--- config.mk ---
export PLATFORM = sky130hd
export DESIGN_NAME = prog_loader
export DESIGN_NICKNAME = d
export VERILOG_FILES = /design/src/rtl/prog_loader_pkg.sv /design/src/rtl/prog_loader_cksum.sv /design/src/rtl/prog_loader.sv
export SDC_FILE = /design/constraint.sdc
export NUM_CORES = 1
export LEC_CHECK = 0
export ABC_AREA = 1
export CAP_MARGIN = 20
export CORE_MARGIN = 5
export CORE_UTILIZATION = 40
export CTS_CLUSTER_SIZE = 25
export DETAILED_ROUTE_END_ITERATION = 7
export PLACE_DENSITY = 0.77
export SKIP_LAST_GASP = 1
export SYNTH_ARGS = -nofsm -noshare
export SYNTH_HDL_FRONTEND = slang
export SYNTH_SLANG_ARGS = --single-unit
--- constraint.sdc ---
create_clock -name clk -period 1.1 [get_ports clk]
set_input_delay 0.22 -clock clk [delete_from_list [all_inputs] [get_ports clk]]
set_output_delay 0.22 -clock clk [all_outputs]
set_load 0.005 [all_outputs]
--- src/rtl/prog_loader_pkg.sv ---
// Shared types and widths for the program loader.
// PROG_LOADER_CHECKSUM_EN adds the CHECK state.
package prog_loader_pkg;

    localparam int ADDR_W = 4;
    localparam int DATA_W = 8;

    typedef enum logic [1:0] {
        ST_IDLE   = 2'd0,
        ST_LOAD   = 2'd1,
`ifdef PROG_LOADER_CHECKSUM_EN
        ST_CHECK  = 2'd2,
`endif
        ST_FINISH = 2'd3
    } state_t;

endpackage

--- src/rtl/prog_loader_cksum.sv ---
// 8-bit running-sum accumulator with clear, add and zero flag.
// Only instantiated when PROG_LOADER_CHECKSUM_EN is defined.
module prog_loader_cksum
    import prog_loader_pkg::*;
(
    input  logic              clk,
    input  logic              reset,
    input  logic              clear,
    input  logic              add,
    input  logic [DATA_W-1:0] data,
    output logic              zero
);

    logic [DATA_W-1:0] sum;

    always_ff @(posedge clk) begin
        if (reset || clear) begin
            sum <= '0;
        end else if (add) begin
            sum <= sum + data;
        end
    end

    assign zero = (sum == '0);

endmodule

--- src/rtl/prog_loader.sv ---
// Streams LEN program bytes into RAM while holding the CPU.
// PROG_LOADER_CHECKSUM_EN: trailing checksum byte, sticky err.
module prog_loader
    import prog_loader_pkg::*;
#(
    parameter int LEN = 16
) (
    input  logic              clk,
    input  logic              reset,
    input  logic              start,
    input  logic              in_valid,
    input  logic [DATA_W-1:0] in_data,
    output logic              in_ready,
    output logic              wr_en,
    output logic [ADDR_W-1:0] wr_addr,
    output logic [DATA_W-1:0] wr_data,
    output logic              cpu_hold,
    output logic              busy,
    output logic              done,
    output logic              err
);

    localparam logic [ADDR_W-1:0] LAST = ADDR_W'(LEN - 1);

    state_t            state;
    logic [ADDR_W-1:0] cnt;
    logic              accept;

    assign accept = in_valid & in_ready;

`ifdef PROG_LOADER_CHECKSUM_EN
    logic ck_clear;
    logic ck_zero;

    assign ck_clear = (state == ST_IDLE) && start;

    prog_loader_cksum u_cksum (
        .clk   (clk),
        .reset (reset),
        .clear (ck_clear),
        .add   (accept),
        .data  (in_data),
        .zero  (ck_zero)
    );

    // Sum settles in FINISH, so err rises together with done.
    always_ff @(posedge clk) begin
        if (reset || ck_clear) begin
            err <= 1'b0;
        end else if (state == ST_FINISH && !ck_zero) begin
            err <= 1'b1;
        end
    end
`else
    assign err = 1'b0;
`endif

    always_ff @(posedge clk) begin
        if (reset) begin
            state    <= ST_IDLE;
            cnt      <= '0;
            in_ready <= 1'b0;
            wr_en    <= 1'b0;
            wr_addr  <= '0;
            wr_data  <= '0;
            cpu_hold <= 1'b0;
            busy     <= 1'b0;
            done     <= 1'b0;
        end else begin
            wr_en <= 1'b0;
            done  <= 1'b0;
            unique case (state)
                ST_IDLE: begin
                    // Holding here drops cpu_hold one cycle after done.
                    cpu_hold <= start;
                    if (start) begin
                        state    <= ST_LOAD;
                        cnt      <= '0;
                        in_ready <= 1'b1;
                        busy     <= 1'b1;
                    end
                end
                ST_LOAD: begin
                    if (accept) begin
                        wr_en   <= 1'b1;
                        wr_addr <= cnt;
                        wr_data <= in_data;
                        if (cnt == LAST) begin
`ifdef PROG_LOADER_CHECKSUM_EN
                            state <= ST_CHECK;
`else
                            state    <= ST_FINISH;
                            in_ready <= 1'b0;
`endif
                        end else begin
                            cnt <= cnt + 1'b1;
                        end
                    end
                end
`ifdef PROG_LOADER_CHECKSUM_EN
                ST_CHECK: begin
                    if (accept) begin
                        state    <= ST_FINISH;
                        in_ready <= 1'b0;
                    end
                end
`endif
                ST_FINISH: begin
                    done  <= 1'b1;
                    busy  <= 1'b0;
                    state <= ST_IDLE;
                end
                default: begin
                    state <= ST_IDLE;
                end
            endcase
        end
    end

endmodule

Word-level counts from Yosys, hierarchy flattened
Index checks and enable logic that the tools add are counted.
{"block": "op_classes", "bitwise": 2, "addsub": 1, "reduce_logical": 9, "muxes": 15, "n_eq_ne": 7}
{"operator": "two-way mux 4 bit", "n": 3}
{"operator": "!= test 2 bit, second input constant", "n": 4}
{"operator": "one-hot mux 4 bit (2 select lines)", "n": 1}
{"operator": "AND reduction 4 bit", "n": 2}
{"operator": "two-way mux 2 bit", "n": 3}
{"operator": "two-way mux 1 bit", "n": 5}
{"operator": "adder 4 x 1 -> 4 bit, second input constant", "n": 1}
{"operator": "equality test 4 bit, second input constant", "n": 1}
{"operator": "one-hot mux 1 bit (2 select lines)", "n": 2}
{"operator": "one-hot mux 2 bit (2 select lines)", "n": 1}
{"operator": "AND reduction 2 bit", "n": 2}
{"operator": "nonzero test 2 bit", "n": 2}
{"operator": "AND reduction 3 bit", "n": 1}
{"operator": "equality test 2 x 1 -> 1 bit, second input constant", "n": 1}
{"operator": "equality test 2 bit, second input constant", "n": 1}
{"operator": "logical NOT 2 bit", "n": 1}
{"operator": "OR reduction 2 bit", "n": 1}
{"operator": "AND 1 bit", "n": 1}
{"operator": "inverter 1 bit", "n": 1}
{"block": "totals", "inputBits": 12, "out_inout_bits": 18, "ff_bits": 23, "word_cells": 43}

Depth between registers and ports, before layout
{"block": "logic_depth", "word_depth": 4, "depth_mapped": 8, "depth_no_buf": 8}

Worst setup path after synthesis
No wires, ideal clock.
{"block": "synth_path", "path_kind": "register -> register", "startpoint": "register cnt[0]", "endpoint": "register cnt[2]", "n_path_buf": 0, "required_time_ns": 0.990, "t_arrival_ns": 1.063, "path_stages_with_launch": 9, "period_less_slack_ns": 1.173, "setup_ns": 0.110, "setup_slack_ns": -0.073, "path_cell_list": "dfxtp_1 > ha_1 > nand2_1 > inv_1 > nand3_1 > nand3_1 > nand2_1 > inv_1 > nor2_2"}
{"block": "synth_via", "elab_chain_len": 4, "elab_cells_between_ends": 7, "classes_between": "1 x add/sub; 2 x eq/ne; 3 x mux; 1 x reduce/logical"}
{"item": "start, declared", "line": "prog_loader.sv:26", "source": "logic [ADDR_W-1:0] cnt;"}
{"item": "start signal, assigned", "line": "prog_loader.sv:96", "source": "cnt <= cnt + 1'b1;"}
{"item": "adder 4 x 1 -> 4 bit", "line": "prog_loader.sv:96"}
{"item": "two-way mux 4 bit", "line": "prog_loader.sv:88", "source": "if (cnt == LAST) begin"}
{"item": "two-way mux 4 bit", "line": "prog_loader.sv:84", "source": "if (accept) begin"}
{"item": "one-hot mux 4 bit (2 select lines)", "line": "prog_loader.sv:72", "source": "unique case (state)"}
Several ways; a longest one is shown, not always the timed one. The select of a mux whose other input is x is not followed.
A chain may end at the register's enable or synchronous reset.

Worst setup path after layout
{"block": "layout_path", "startpoint": "register in_ready", "endpoint": "output in_ready"}
{"item": "start, declared", "line": "prog_loader.sv:13", "source": "output logic in_ready,"}
{"item": "start signal, assigned", "line": "prog_loader.sv:62", "source": "in_ready <= 1'b0;"}
{"item": "start signal, assigned", "line": "prog_loader.sv:79", "source": "in_ready <= 1'b1;"}
{"item": "start signal, assigned", "line": "prog_loader.sv:93", "source": "in_ready <= 1'b0;"}
No word-level cell between the ends.

==> impl_metrics.yaml <==
status:
  status: "finished clean"
synth:
  synthesized_instance_count: 119
  synthesis.area_um2: 926
  yosysWarningCount: 0
  synthesis.nets: 132
  seq_area_frac_synth: 0.497
  synth.lib_cells_used.distinct: 22
  syn_avg_cell_area_um2: 7.78
  ys_seq_elements: 23
setup_path:
  worst_path_max_delay_cell: "dfxtp_2"
  critPathLaunchType: "flop"
  setup.worst_path.class: "flop to primary output"
  timing.critical_path.required_ps: 880
  critical_r2r_launch: "in_ready"
  critPathTopFamily: "flip-flops"
  cp-startpoint: "in_ready"
  cpPeakStageDelay_ps: 360
  crit_buf_inv: 1
  timing.critical_path.to_type: "primary output"
  critPathArrivalTime_ps: 880
  critical_path_peak_fanout: 2
  path_cells: "clkdlybuf4s15_1"
layout:
  final_core_utilization: 0.653
  finalNetCount: 177
  share_of_post_route_cells_with_drive_strength_above_1: 0.466
  areaGrowthSynthToFinish_pct: 56.1
  num_antenna_cells: 0
  nFillCells: 204
power_and_ir_drop:
  internal-power_mw: 1.13
  switching_share: 0.252
  design_power_total_mw: 1.51
  power.net_switching_mw: 0.381
  p_per_area_nw_per_um2: 1050
  max-vdd-ir-drop_mv: 0.653
  seqPwrFrac: 0.582
  share_clk_of_total_power: 0.259
  cellLeakagePower_nw: 0.677
  share_comb_of_total_power: 0.159
timing:
  report.final.slew_viol_count: 0
  max_freq_ghz: 0.913
  report.final.setup_viol: 0
  fin_skew_ps: 14.7
  min_period_ps: 1100
  fin_hold_ws_ps: 455
  layout_worst_path_cycle_share: 0.996
  worst_setup_slack_after_layout_ps: 4.73
  rsz0062_at_grt: "yes"
  hold_viol_final: 0
die:
  die-area_um2: 3380
  rows: 17
  fp.dieH_um: 58.1
  top_level_ports: 30
  die_width_um: 58.1
  starting_density_of_the_core: 0.419
  core_um2: 2210
placed_design:
  detailedPlace.worstSlack_ps: -295
  port_buffers: 28
  post-dp-hpwl_um: 1550
  gp_congestion: 0.814
global_routing:
  grt_pass1_wl_um: 3530
  initial_antenna_violation_count: 0
  grt_pass1_vias: 854
  grt.overflow.total: 0
  grt_start_max_net_pins: 15
  grt_util_all_layers: 0.134
detailed_routing:
  wl_per_cell_um: 11.8
  route.antenna.remaining_nets: 0
  dr.pass1.iters: 4
  drcViolationCount: 0
  num_vias: 927
  postRouteWirelength_um: 2250
  routed_via_density: 4.85
  detailedRoute.firstIterationViolations: 22
clock_tree:
  cts_tree: "done"
  ctsLongestPathBuffers: 2
  tritoncts.num_buffers: 3
  clk-insertion-delay-late_ps: 320
  root_buffer: "clkbuf_4"
  h-tree-depth: 1
  cts.reportedPaths.clkPinSlew_ps: 130
  clock-sinks: 23
job:
  maxcap_viol_count: 0
min_path:
  timing.hold.worst.start: "in_data[2]"
  worst_min_path_class: "input port to flop"
==> cells in the final DEF, fill, tap and decap left out, types with 2 or more instances in the layout <==
| cell type | Yosys | final |
|---|---|---|
| nor2_1 | 27 | 26 |
| dfxtp_2 | 0 | 20 |
| nand2_1 | 15 | 14 |
| clkdlybuf4s50_1 | 0 | 11 |
| buf_4 | 1 | 11 |
| nand3_1 | 10 | 8 |
| buf_2 | 3 | 8 |
| clkbuf_2 | 0 | 8 |
| inv_1 | 8 | 7 |
| o21ai_1 | 8 | 6 |
| o21ai_0 | 4 | 4 |
| a21oi_1 | 5 | 4 |
| nor2_4 | 1 | 3 |
| a21oi_2 | 2 | 3 |
| clkbuf_4 | 0 | 3 |
| dfxtp_1 | 23 | 3 |
| buf_12 | 0 | 3 |
| inv_2 | 1 | 2 |
| nand2_4 | 1 | 2 |
| o21ai_2 | 0 | 2 |
| buf_6 | 1 | 2 |
==> Yosys cell counts <==
| library cell | count | area share |
|---|---|---|
| nand2_4 | 1 | 0.012 |
| a21oi_2 | 2 | 0.019 |
| nand4_1 | 1 | 0.0068 |
| buf_6 | 1 | 0.012 |
| nor2_2 | 2 | 0.014 |
| nand2_1 | 15 | 0.061 |
| buf_4 | 1 | 0.0081 |
| o21ai_1 | 8 | 0.043 |
| nand3_1 | 10 | 0.054 |
| inv_1 | 8 | 0.032 |
| conb_1 | 1 | 0.0041 |
| buf_2 | 3 | 0.016 |
| dfxtp_1 | 23 | 0.50 |
| nor3_1 | 1 | 0.0054 |
| inv_2 | 1 | 0.0041 |
| o21ai_0 | 4 | 0.022 |
| ha_1 | 1 | 0.014 |
| nor2_4 | 1 | 0.012 |
| a21oi_1 | 5 | 0.027 |
| nand2_2 | 2 | 0.014 |
| a211oi_2 | 1 | 0.014 |
| nor2_1 | 27 | 0.11 |
==> cell type report <==
class                      instances  area [um2]  area share
multi-input combinational         82         473       0.327
inverter                           9        33.8      0.0234
clock inverter                     1        5.00     0.00346
clock buffer                       3        22.5      0.0156
tap                               28        35.0      0.0242
sequential                        23         485       0.336
timing repair buffer              45         390       0.270
==> metrics by stage <==
| stage | setup TNS [ps] | cell area (um2) | std cells |
|---|---|---|---|
| final | 0 | 1450 | 191 |
| after global routing | -944 | 1450 | 191 |
| after CTS | -9.29 | 1430 | 187 |
| after detailed placement | -4620 | 1340 | 181 |
| after global placement | -4300 | 1340 | 181 |
| after floorplan | 0 | 936 | 119 |
==> worst reg2reg max path, delay by kind of cell, from the launching register on <==
| family | cells | cell delay (ps) |
|---|---|---|
| flops | 1 | 360 |
| buf+inv | 3 | 340 |
| simple gates | 4 | 290 |
==> sequential cells by signal, summed over array words and instances, names as in the netlist <==
register	count
busy	1
wr_en	1
wr_data	8
cnt	4
cpu_hold	1
in_ready	1
done	1
wr_addr	4
state	2
==> path summary, 6_finish.rpt <==
kind,to,slack (ps),depth (start not counted)
setup / recovery,in_ready,5,1
hold / removal,wr_data[2],460,3
setup reg to reg,wr_data[1],10,7
hold reg to reg,busy,490,2
==> cell families after synthesis <==
group / after synthesis / synth area share
AND/OR/NAND/NOR: 60 / 0.288
other: 1 / 0.00405
AO/OA/AOI/OAI: 20 / 0.124
buffers and inverters: 14 / 0.0730
adder cells (fa/ha/maj): 1 / 0.0135
flip-flops: 23 / 0.497
==> layer usage <==
| metal | vias to the layer above | wire [um] | GRT usage | part of all wire |
|---|---|---|---|---|
| li1 | 471 | - | - | - |
| met1 | 423 | 962 | 0.159 | 0.43 |
| met2 | 31 | 1060 | 0.210 | 0.47 |
| met3 | 2 | 206 | 0.0490 | 0.091 |
| met4 | 0 | 27 | 0.0695 | 0.012 |
| met5 | - | 0 | 0 | 0 |
==> power by group through the flow <==
| stage | sequential [mW] | combinational [mW] | clock (mW) |
|---|---|---|---|
| global route | 0.885 | 0.263 | 0.453 |
| finish | 0.881 | 0.241 | 0.391 |
| detailed placement | 0.895 | 0.212 | 0 |
| global placement | 0.894 | 0.209 | 0 |
| CTS | 0.881 | 0.221 | 0.416 |
| floorplan | 0.898 | 0.0850 | 0 |
==> what timing repair did <==
action | 4_1_cts | 5_1_grt
hold buffers | 0 | 0
setup endpoints to repair | 26 | 31
hold endpoints to repair | 0 | 0
resized for setup | 68 | 24
pin swaps | 3 | 4
cloned | 0 | 1
setup buffers | 2 | 3
No activity file was read; power rests on OpenSTA's default activity.
